--- src/rtl/cpu_pkg.sv ---
// Shared types for the 8-bit RISC CPU sequencer: opcodes, FSM states,
// the control-strobe bundle and its per-state decode.
package cpu_pkg;

   localparam int CTL_OPC_W  = 3;
   localparam int CTL_STEP_W = 3;

   localparam logic [CTL_OPC_W-1:0] HLT  = 3'b000;
   localparam logic [CTL_OPC_W-1:0] SKZ  = 3'b001;
   localparam logic [CTL_OPC_W-1:0] ADD  = 3'b010;
   localparam logic [CTL_OPC_W-1:0] ANDD = 3'b011;
   localparam logic [CTL_OPC_W-1:0] XORR = 3'b100;
   localparam logic [CTL_OPC_W-1:0] LDA  = 3'b101;
   localparam logic [CTL_OPC_W-1:0] STO  = 3'b110;
   localparam logic [CTL_OPC_W-1:0] JMP  = 3'b111;

   typedef enum logic [CTL_STEP_W:0] {
      S0     = 4'd0,
      S1     = 4'd1,
      S2     = 4'd2,
      S3     = 4'd3,
      S4     = 4'd4,
      S5     = 4'd5,
      S6     = 4'd6,
      S7     = 4'd7,
      HALTED = 4'd8
   } state_t;

   typedef struct packed {
      logic inc_pc;
      logic load_pc;
      logic load_acc;
      logic load_ir;
      logic rd;
      logic wr;
      logic datactl_ena;
      logic halt;
   } ctl_t;

   // Strobes to be driven while the FSM sits in state s.
   function automatic ctl_t decode(
      input state_t               s,
      input logic [CTL_OPC_W-1:0] op,
      input logic                 z
   );
      ctl_t c;
      logic alu;
      c   = '0;
      alu = (op == ADD) || (op == ANDD) || (op == XORR) || (op == LDA);
      case (s)
         S0: begin
            c.rd      = 1'b1;
            c.load_ir = 1'b1;
         end
         S1: begin
            c.rd      = 1'b1;
            c.load_ir = 1'b1;
            c.inc_pc  = 1'b1;
         end
         S3: begin
            c.inc_pc = 1'b1;
            c.halt   = (op == HLT);
         end
         S4: begin
            unique case (1'b1)
               op == JMP: c.load_pc     = 1'b1;
               alu:       c.rd          = 1'b1;
               op == STO: c.datactl_ena = 1'b1;
               default: ;
            endcase
         end
         S5: begin
            unique case (1'b1)
               alu: begin
                  c.rd       = 1'b1;
                  c.load_acc = 1'b1;
               end
               op == SKZ: c.inc_pc = z;
               op == JMP: begin
                  c.load_pc = 1'b1;
                  c.inc_pc  = 1'b1;
               end
               op == STO: begin
                  c.wr          = 1'b1;
                  c.datactl_ena = 1'b1;
               end
               default: ;
            endcase
         end
         S6: begin
            unique case (1'b1)
               op == STO: c.datactl_ena = 1'b1;
               alu:       c.rd          = 1'b1;
               default: ;
            endcase
         end
         S7:      c.inc_pc = (op == SKZ) && z;
         HALTED:  c.halt   = 1'b1;
         default: ;
      endcase
      return c;
   endfunction

endpackage

--- src/rtl/machine_ena.sv ---
// Sticky arming latch: set by the first fetch strobe after reset,
// cleared only by the synchronous active-low reset.
module machine_ena (
   input  logic clk,
   input  logic reset,
   input  logic fetch,
   output logic ena
);

   always_ff @(posedge clk) begin
      if (!reset)
         ena <= 1'b0;
      else if (fetch)
         ena <= 1'b1;
   end

endmodule

--- src/rtl/machine_ctl.sv ---
// Instruction-sequencing controller: 8-step FSM with registered strobes.
// Define MACHINE_CTL_HALT_STICKY_EN to make HLT park the FSM in HALTED.
import cpu_pkg::*;

module machine_ctl #(
   parameter int OPC_W  = CTL_OPC_W,
   parameter int STEP_W = CTL_STEP_W
) (
   input  logic             clk,
   input  logic             reset,
   input  logic             fetch,
   input  logic [OPC_W-1:0] opcode,
   input  logic             zero,
   output logic             inc_pc,
   output logic             load_pc,
   output logic             load_acc,
   output logic             load_ir,
   output logic             rd,
   output logic             wr,
   output logic             datactl_ena,
   output logic             halt
);

   state_t state, state_nxt;
   ctl_t   ctl, ctl_nxt;
   logic   ena;
   logic   [STEP_W-1:0] step_inc;

   machine_ena u_ena (
      .clk   (clk),
      .reset (reset),
      .fetch (fetch),
      .ena   (ena)
   );

   always_ff @(posedge clk) begin
      if (!reset) begin
         state <= S0;
         ctl   <= '0;
      end else begin
         state <= state_nxt;
         ctl   <= ctl_nxt;
      end
   end

   // Step counter wraps S7 -> S0 through the natural 3-bit overflow.
   assign step_inc = state[STEP_W-1:0] + STEP_W'(1);

   always_comb begin
      state_nxt = S0;
      ctl_nxt   = '0;
      if (!ena) begin
         // The arming edge itself enters S0 with its fetch strobes.
         if (fetch)
            ctl_nxt = decode(S0, opcode, zero);
      end else begin
`ifdef MACHINE_CTL_HALT_STICKY_EN
         if (state == HALTED || (state == S3 && ctl.halt))
            state_nxt = HALTED;
         else
            state_nxt = state_t'({1'b0, step_inc});
`else
         state_nxt = state_t'({1'b0, step_inc});
`endif
         ctl_nxt = decode(state_nxt, opcode, zero);
      end
   end

   assign inc_pc      = ctl.inc_pc;
   assign load_pc     = ctl.load_pc;
   assign load_acc    = ctl.load_acc;
   assign load_ir     = ctl.load_ir;
   assign rd          = ctl.rd;
   assign wr          = ctl.wr;
   assign datactl_ena = ctl.datactl_ena;
   assign halt        = ctl.halt;

endmodule

--- config.mk ---
export PLATFORM = sky130hd
export DESIGN_NAME = machine_ctl
export DESIGN_NICKNAME = d
export VERILOG_FILES = /design/src/rtl/cpu_pkg.sv /design/src/rtl/machine_ena.sv /design/src/rtl/machine_ctl.sv
export SDC_FILE = /design/constraint.sdc
export NUM_CORES = 1
export LEC_CHECK = 0
export CAP_MARGIN = 0
export CORE_AREA = 8 8 45 47
export CTS_BUF_LIST = sky130_fd_sc_hd__clkbuf_2 sky130_fd_sc_hd__clkbuf_4 sky130_fd_sc_hd__clkbuf_8
export DETAILED_ROUTE_END_ITERATION = 10
export DIE_AREA = 0 0 53 55
export SLEW_MARGIN = 25
export SYNTH_ARGS = -nofsm -noshare
export SYNTH_HDL_FRONTEND = slang
export SYNTH_HIERARCHICAL = 1
export SYNTH_SLANG_ARGS = --single-unit
--- constraint.sdc ---
create_clock -name clk -period 3.2 [get_ports clk]
set_clock_uncertainty 0.2 [all_clocks]
set_input_delay 0.32 -clock clk [delete_from_list [all_inputs] [get_ports clk]]
set_output_delay 0.32 -clock clk [all_outputs]
set_load 0.01 [all_outputs]
# == Word-level counts from Yosys, hierarchy flattened ==
# Index checks and enable logic that the tools add are counted.
# op_classes
eq_ne,13
n_mux,15
n_addsub,1
n_reduce_logical,12
# ops
op,n
$eq A3 B3 Y1 const B,8
$eq A3 B2 Y1 const B,3
$mux W1,8
$mux W8,1
$reduce_or A2 Y1,4
$eq A3 B1 Y1 const B,2
$logic_not A3 Y1,2
$pmux W1 S2,3
$mux W5,1
$add A3 B1 Y3 const B,1
$logic_or A1 B1 Y1,3
$pmux W1 S3,1
$reduce_or A3 Y1,1
$mux W2,1
$reduce_and A2 Y1,1
$logic_and A1 B1 Y1,1
# totals
ff_bits,12
inputBits,7
wordCells,51
output_inout_bits,8

# == Depth between registers and ports, before layout ==
# Gate-level depths: netlist of run 1.
# logic_depth
word_depth,7
mapped_depth,4

# == Cells and area by module ==
# The synthesis of run 1 kept the hierarchy.
# modules_own_cells
mod,area_each_um2,seq_area_each_um2,cells_per_inst,n_inst
machine_ctl,457.9,220.2,46,1
machine_ena,27.5,20.0,2,1

# == Worst setup path before layout of run 1 ==
# OpenSTA, ideal clock, no wires.
# synth_path
path_type,register -> register
from,reg state[0]
to,reg ctl (netlist bit datactl_ena)
n_path_buf,0
setup_ns,0.065
synth_period_minus_slack_ns,1.571
arrival_time_ns,1.305
setup_slack_ns,1.629
t_required_ns,2.935
path_stages_with_launch,5
path_cell_list,dfxtp_1 -> ha_1 -> xnor2_1 -> or4b_1 -> nor2_1
# synth_via
elab_chain_len,5
elab_cells_between_ends,7
# synth_rtl
item,line_no,source
start: declaration,machine_ctl.sv:24,"state_t state, state_nxt;"
start signal: assignment,machine_ctl.sv:41,state <= state_nxt;
$add A3 B1 Y3 *,machine_ctl.sv:47,assign step_inc = state[STEP_W-1:0] + STEP_W'(1);
$eq A3 B3 Y1,cpu_pkg.sv:50,case (s)
$reduce_or A2 Y1 (no source line),--,
$pmux W1 S2 *,cpu_pkg.sv:50,
$mux W8 *,machine_ctl.sv:52,if (!ena) begin
end signal: assignment,machine_ctl.sv:42,ctl <= ctl_nxt;
end: declaration,machine_ctl.sv:25,"ctl_t ctl, ctl_nxt;"
# Every way passes the cells marked *; elsewhere a longest branch is shown, timed or not.
# A chain may end at the register's enable or synchronous reset.

# == Worst setup path after layout of run 1 ==
# layout_path
from,reg state[0]
to,reg ctl (netlist bit rd)
# layout_via
elab_chain_len,5
elab_cells_between_ends,10
# layout_rtl
item,line_no
$add A3 B1 Y3 *,machine_ctl.sv:47
"$eq A3 B3 Y1, or another cell as far along",cpu_pkg.sv:50
$reduce_or A3 Y1 (no source line) / $reduce_or A2 Y1 (equally long branches),--
$pmux W1 S2 *,cpu_pkg.sv:50
$mux W8 *,machine_ctl.sv:52
# Marked as above.

==> results.yml, run 1 <==
yosys:
  synthArstFlopShare: 0
  synthesis.area_per_instance_um2: 10.1
  synth.top_cells.by_area: "sky130_fd_sc_hd__dfxtp_1, sky130_fd_sc_hd__ha_1, sky130_fd_sc_hd__nor2_1"
  ys_seq_elements: 12
  synth.distinct_cells: 22
  yosys.cell_count.top_type: "sky130_fd_sc_hd__dfxtp_1"
  primary_ff_master_synth: "sky130_fd_sc_hd__dfxtp_1"
  synth_seq_area_share: 0.495
  most_numerous_cell_types_in_the_synthesized_netlist: "sky130_fd_sc_hd__dfxtp_1, sky130_fd_sc_hd__nor2_1, sky130_fd_sc_hd__ha_1"
  synth.net_count: 60
  synth_warnings: 6
  netlist_instances: 48
  synth.cell_area_um2: 485
  synth_largest_area_cell: "sky130_fd_sc_hd__dfxtp_1"
  synth-edff-count: 0
  synth_top_area_share: 0.495
finish:
  num-nets-final: 79
  area.growth.synth_to_final_pct: 40.5
  num_antenna_cells: 0
  final_layout_size_suffix_gt1_frac: 0.0606
  fillCellCount: 140
  post_route_core_utilization: 0.493
  layout.cell_area.non_filler_um2: 682
worst_hold_path:
  worst_min_delay_path_category: "reg2reg"
clock_network:
  clockBufferDepth: 2
  insertion_delay_ns: 0.27
  cts_buffer_count: 3
  tritoncts: "done"
  cts_sinks: 12
  cts_resized: 0
  path_clk_slew_ns: 0.07
  cts_htree_levels: 1
  post-cts-setup-buffers: 0
  clk_root_buffer_cell: "sky130_fd_sc_hd__clkbuf_4"
  cts-hold-fix-buffers: 0
sta:
  tightest_slew_ns: 0.273
  setup_violations: 0
  worst_slew_slack_as_a_fraction_of_its_limit: 0.817
  min_period_ns: 1.68
  final_hold_viol_count: 0
  setup_repair_after_global_routing_missed_its_margin: "false"
  timing.fmax_mhz: 595
  final.hold.worst_slack_ns: 0.288
  period_share: 0.525
  timing.final.max_slew_violations: 0
  final_layout_setup_total_negative_slack_ns: 0
floorplan:
  die_width_um: 53
  dieArea_um2: 2920
  floorplan.initialDensity: 0.351
  std_cell_rows: 14
  placeableCoreArea_um2: 1380
  die_height_um: 55
  ports_placed_on_the_boundary: 15
power:
  p_leak_nw: 0.281
  cellPowerDensity_nw_per_um2: 455
  worst_ir_drop_vdd_mv: 0.242
  total_power_mw: 0.310
setup_path:
  worst_setup_path_end_kind: "flop"
  cp_slowest_stage_delay_ns: 0.40
  timing.critical_path.from_type: "flop"
  cp_top_family: "simple AND/OR/NAND/NOR gates"
  path_class: "reg2reg"
  worstPathMaxFanout: 6
  crit_buf_inv: 0
  cpMaxStageDelayCell: "sky130_fd_sc_hd__or3_1"
  arrival_ns: 1.67
  cells_along_the_critical_path: "ha_1 > xnor2_1 > or3_1 > o221ai_1"
  critPathRequiredTime_ns: 3.19
drt:
  wire_per_inst_um: 11.7
  finalWirelength_um: 959
  detailedRoute.firstPassIterationCount: 3
  number_of_vias_in_the_routed_layout: 379
  initialDrtViolationCount: 11
  drt_drc_violations_left: 0
  avgViaCountPerCell: 4.62
  final_antenna_net_count: 0
placed_design:
  dp_hpwl_um: 762
  routability_congestion_estimate: 0.869
  place.port_buffers: 14
  dpl_cell_area_um2: 646
global_routing:
  largest_net_degree_at_the_start_of_global_routing: 8
  grt_pass1_vias: 351
  grt_antenna_before_repair: 0
  grt.overflow.total: 0
  globalRouteTotalUtil: 0.0708
  wire_length_of_the_first_global_routing_pass_um: 1450
outcome:
  status: "finished clean"
run:
  max_cap_violations: 0
-- cell type report --
type / count / area (um2) / share of cell area
Multi-Input combinational cell: 33 / 234 / 0.343
Sequential cell: 12 / 240 / 0.352
Timing Repair Buffer: 14 / 140 / 0.206
Clock buffer: 4 / 36.3 / 0.0532
Tap cell: 16 / 20.0 / 0.0294
Inverter: 3 / 11.3 / 0.0165
-- per-layer routing --
| metal | GRT usage | vias to the layer above | wire, um |
|---|---|---|---|
| met4 | 0.0259 | 0 | 0 |
| li1 | - | 203 | - |
| met2 | 0.113 | 11 | 460 |
| met1 | 0.0709 | 165 | 406 |
| met3 | 0.0508 | 0 | 92 |
| met5 | 0 | - | 0 |
-- sequential cells by signal, indices dropped and copies added (netlist names) --
name         cells
inc_pc           1
rd               1
load_acc         1
wr               1
halt             1
load_pc          1
datactl_ena      1
u_ena/ena        1
state            3
load_ir          1
-- cells by family (layout without fill, tap and decap cells) --
group / after synthesis / in the layout / synth area share
AOI/OAI and AO/OA: 5 / 5 / 0.0773
xor gates and xnor gates: 2 / 2 / 0.0361
adders and majority gates: 5 / 5 / 0.129
buffers and inverters: 3 / 21 / 0.0232
DFF: 12 / 12 / 0.495
and+or+nand+nor: 21 / 21 / 0.240
-- stage by stage --
step                      setup WS [ns]  std cells
after floorplan                    1.63         48
after global placement             1.31         78
after detailed placement           1.31         78
after CTS                          1.52         82
after global routing               1.42         82
final                              1.52         82
-- final timing paths --
path / slack [ns] / endpoint / depth (start not counted) / from
worst max-delay path: 1.52 / rd / 4 / state[0]
worst min-delay path: 0.29 / inc_pc / 1 / state[2]
worst min register to register: 0.29 / inc_pc / 1 / state[2]
worst max register to register: 1.52 / rd / 4 / state[0]
-- power breakdown --
| group | switching (mW) | internal (mW) |
|---|---|---|
| registers | 0.00310 | 0.154 |
| logic | 0.0142 | 0.0183 |
| clock network | 0.0514 | 0.0692 |
| total | 0.0687 | 0.242 |
-- cell usage in the layout (no fill, tap or decap) --
cell type	count
sky130_fd_sc_hd__nand3_1	1
sky130_fd_sc_hd__o21a_1	1
sky130_fd_sc_hd__a311oi_1	1
sky130_fd_sc_hd__nand4_1	1
sky130_fd_sc_hd__clkbuf_8	1
sky130_fd_sc_hd__nand3b_1	1
sky130_fd_sc_hd__clkdlybuf4s50_1	14
sky130_fd_sc_hd__inv_1	3
sky130_fd_sc_hd__xnor2_1	2
sky130_fd_sc_hd__and2b_1	1
sky130_fd_sc_hd__nor3_1	2
sky130_fd_sc_hd__and3_1	1
sky130_fd_sc_hd__ha_1	5
sky130_fd_sc_hd__and2_0	1
sky130_fd_sc_hd__clkbuf_4	3
sky130_fd_sc_hd__o211ai_1	1
sky130_fd_sc_hd__nor3b_1	1
sky130_fd_sc_hd__nor2_1	7
sky130_fd_sc_hd__and4b_1	1
sky130_fd_sc_hd__o221ai_1	1
sky130_fd_sc_hd__or4b_1	1
sky130_fd_sc_hd__nand2_1	2
sky130_fd_sc_hd__or3_1	1
sky130_fd_sc_hd__o21ai_0	1
sky130_fd_sc_hd__dfxtp_1	12
Power figures use the tool's default switching activity.
==> run 2: changes to the inputs <==
==> constraint.sdc (replaced) <==
create_clock -name clk -period 1.6 [get_ports clk]
set_clock_uncertainty 0.2 [all_clocks]
set_input_delay 0.16 -clock clk [delete_from_list [all_inputs] [get_ports clk]]
set_output_delay 0.16 -clock clk [all_outputs]
set_load 0.01 [all_outputs]
==> results.yml, run 2 (same netlist as run 1, synthesis figures left out) <==
finish:
  num-nets-final: 85
  largest_register_ff_count: 3
  max_flop_register: "state"
  area.growth.synth_to_final_pct: 62.9
  final_cell_mix: "sky130_fd_sc_hd__clkdlybuf4s50_1, sky130_fd_sc_hd__dfxtp_1, sky130_fd_sc_hd__nor2_1, sky130_fd_sc_hd__buf_4"
  final_common_cell: "sky130_fd_sc_hd__clkdlybuf4s50_1"
  final_layout_size_suffix_gt1_frac: 0.250
  layout.cell_area.non_filler_um2: 791
  num_antenna_cells: 0
  post_route_core_utilization: 0.571
placed_design:
  dpl_cell_area_um2: 691
  detailedPlace.worstSlack_ns: -0.105
  place.port_buffers: 14
  routability_congestion_estimate: 0.720
  dp_hpwl_um: 898
outcome:
  status: "finished clean"
setup_path:
  path_class: "reg2reg"
  worst_r2r_path_depth: 4
  worst_setup_path_end_kind: "flop"
  arrival_ns: 1.57
  reg2reg_setup_slack_ns: 0.04
  worstPathMaxFanout: 4
  worstReg2RegStart: "state[0]"
  timing.critical_path.from_type: "flop"
  reg_to_reg_end: "datactl_ena"
  critPathRequiredTime_ns: 1.61
sta:
  min_period_ns: 1.56
  final_layout_setup_total_negative_slack_ns: 0
  worst_slew_slack_as_a_fraction_of_its_limit: 0.847
  setup_slack_ns: 0.0394
  period_share: 0.975
  timing.fmax_mhz: 641
  final_hold_viol_count: 0
  tightest_slew_ns: 0.228
  setup_repair_after_global_routing_missed_its_margin: "false"
  setup_violations: 0
  timing.final.max_slew_violations: 0
global_routing:
  globalRouteTotalUtil: 0.0894
  grt.overflow.total: 0
  grt_pass1_vias: 463
  largest_net_degree_at_the_start_of_global_routing: 8
  wire_length_of_the_first_global_routing_pass_um: 1970
  grt_antenna_before_repair: 0
power:
  total_power_mw: 0.639
  p_leak_nw: 0.314
  cellPowerDensity_nw_per_um2: 808
  worst_ir_drop_vdd_mv: 0.326
floorplan:
  die_width_um: 53
  dieArea_um2: 2920
  die_height_um: 55
  std_cell_rows: 14
  floorplan.initialDensity: 0.351
  ports_placed_on_the_boundary: 15
  placeableCoreArea_um2: 1380
clock_network:
  cts_sinks: 12
  cts_htree_levels: 1
  clk_root_buffer_cell: "sky130_fd_sc_hd__clkbuf_4"
  cts_buffer_count: 3
  clockBufferDepth: 2
  insertion_delay_ns: 0.27
  post-cts-setup-buffers: 0
  tritoncts: "done"
  path_clk_slew_ns: 0.08
worst_hold_path:
  worst_min_delay_path_category: "in2reg"
  worstHoldPathCells: 2
  hold-path-endpoint: "u_ena/ena"
  holdCritStartpoint: "fetch"
run:
  max_cap_violations: 0
drt:
  detailedRoute.firstPassIterationCount: 4
  avgViaCountPerCell: 4.91
  drt_drc_violations_left: 0
  final_antenna_net_count: 0
  number_of_vias_in_the_routed_layout: 432
  finalWirelength_um: 1170
  initialDrtViolationCount: 9
  wire_per_inst_um: 13.3
[run 2: cell count changes in the layout (fill, tap and decap cells not counted), sizes merged]
| cell | previous run | this run |
|---|---|---|
| buf | 0 | 6 |
[run 2: what timing repair did]
item / 4_1_cts / 5_1_grt
hold buffers: 0 / 0
pin swaps: 0 / 2
setup endpoints to repair: 2 / 3
gates resized for setup: 2 / 10
cloned: 0 / 0
[run 2: metal layers]
layer | vias up | track usage | share of wire | wire (um)
li1 | 217 | - | - | -
met4 | 0 | 0.0560 | 0.028 | 33
met3 | 5 | 0.0401 | 0.071 | 83
met2 | 15 | 0.143 | 0.50 | 588
met1 | 195 | 0.0952 | 0.40 | 468
met5 | - | 0 | 0 | 0
[run 2: critical path, cell delays in order (launching register included)]
cell and delay (ns):
sky130_fd_sc_hd__dfxtp_2 0.34, sky130_fd_sc_hd__ha_4 0.17, sky130_fd_sc_hd__xnor2_4 0.15, sky130_fd_sc_hd__or4b_4 0.53, sky130_fd_sc_hd__nor2_2 0.11
[run 2: metrics by stage]
stage,std cells,hold WS (ns)
final,88,0.308
after detailed placement,84,0.269
after global placement,84,0.281
after floorplan,48,0.0366
after global routing,88,0.338
after CTS,88,0.313
[run 2: power by group]
part	leakage, nW	internal [mW]	switching, mW
combinational	0.194	0.0500	0.0370
sequential	0.0988	0.309	0.00499
clock	0.0210	0.138	0.100
total	0.314	0.497	0.142
[run 2: worst max path at each step]
stage | endpoint | from | cells after the start
final | datactl_ena | state[0] | 4
after global routing | datactl_ena | state[1] | 4
after CTS | datactl_ena | state[0] | 4
after detailed placement | datactl_ena | opcode[1] | 4
after global placement | inc_pc | opcode[1] | 5
after floorplan | datactl_ena | state[0] | 4
[run 2: cell type report]
class	count	area [um2]
repair buffers	20	185
clock buffers	4	36.3
fillers	129	593
multi-input cells	33	295
inverters	3	11.3
well taps	16	20.0
flip-flops and latches	12	243
==> run 3: changes to the inputs <==
--- a/config.mk
+++ b/config.mk
@@ -10,7 +10,6 @@
 export CTS_BUF_LIST = sky130_fd_sc_hd__clkbuf_2 sky130_fd_sc_hd__clkbuf_4 sky130_fd_sc_hd__clkbuf_8
 export DETAILED_ROUTE_END_ITERATION = 10
 export DIE_AREA = 0 0 53 55
-export SLEW_MARGIN = 25
 export SYNTH_ARGS = -nofsm -noshare
 export SYNTH_HDL_FRONTEND = slang
 export SYNTH_HIERARCHICAL = 1
==> results of run 3 <==
Final layout, timing and power as in run 2 (identical DEF).
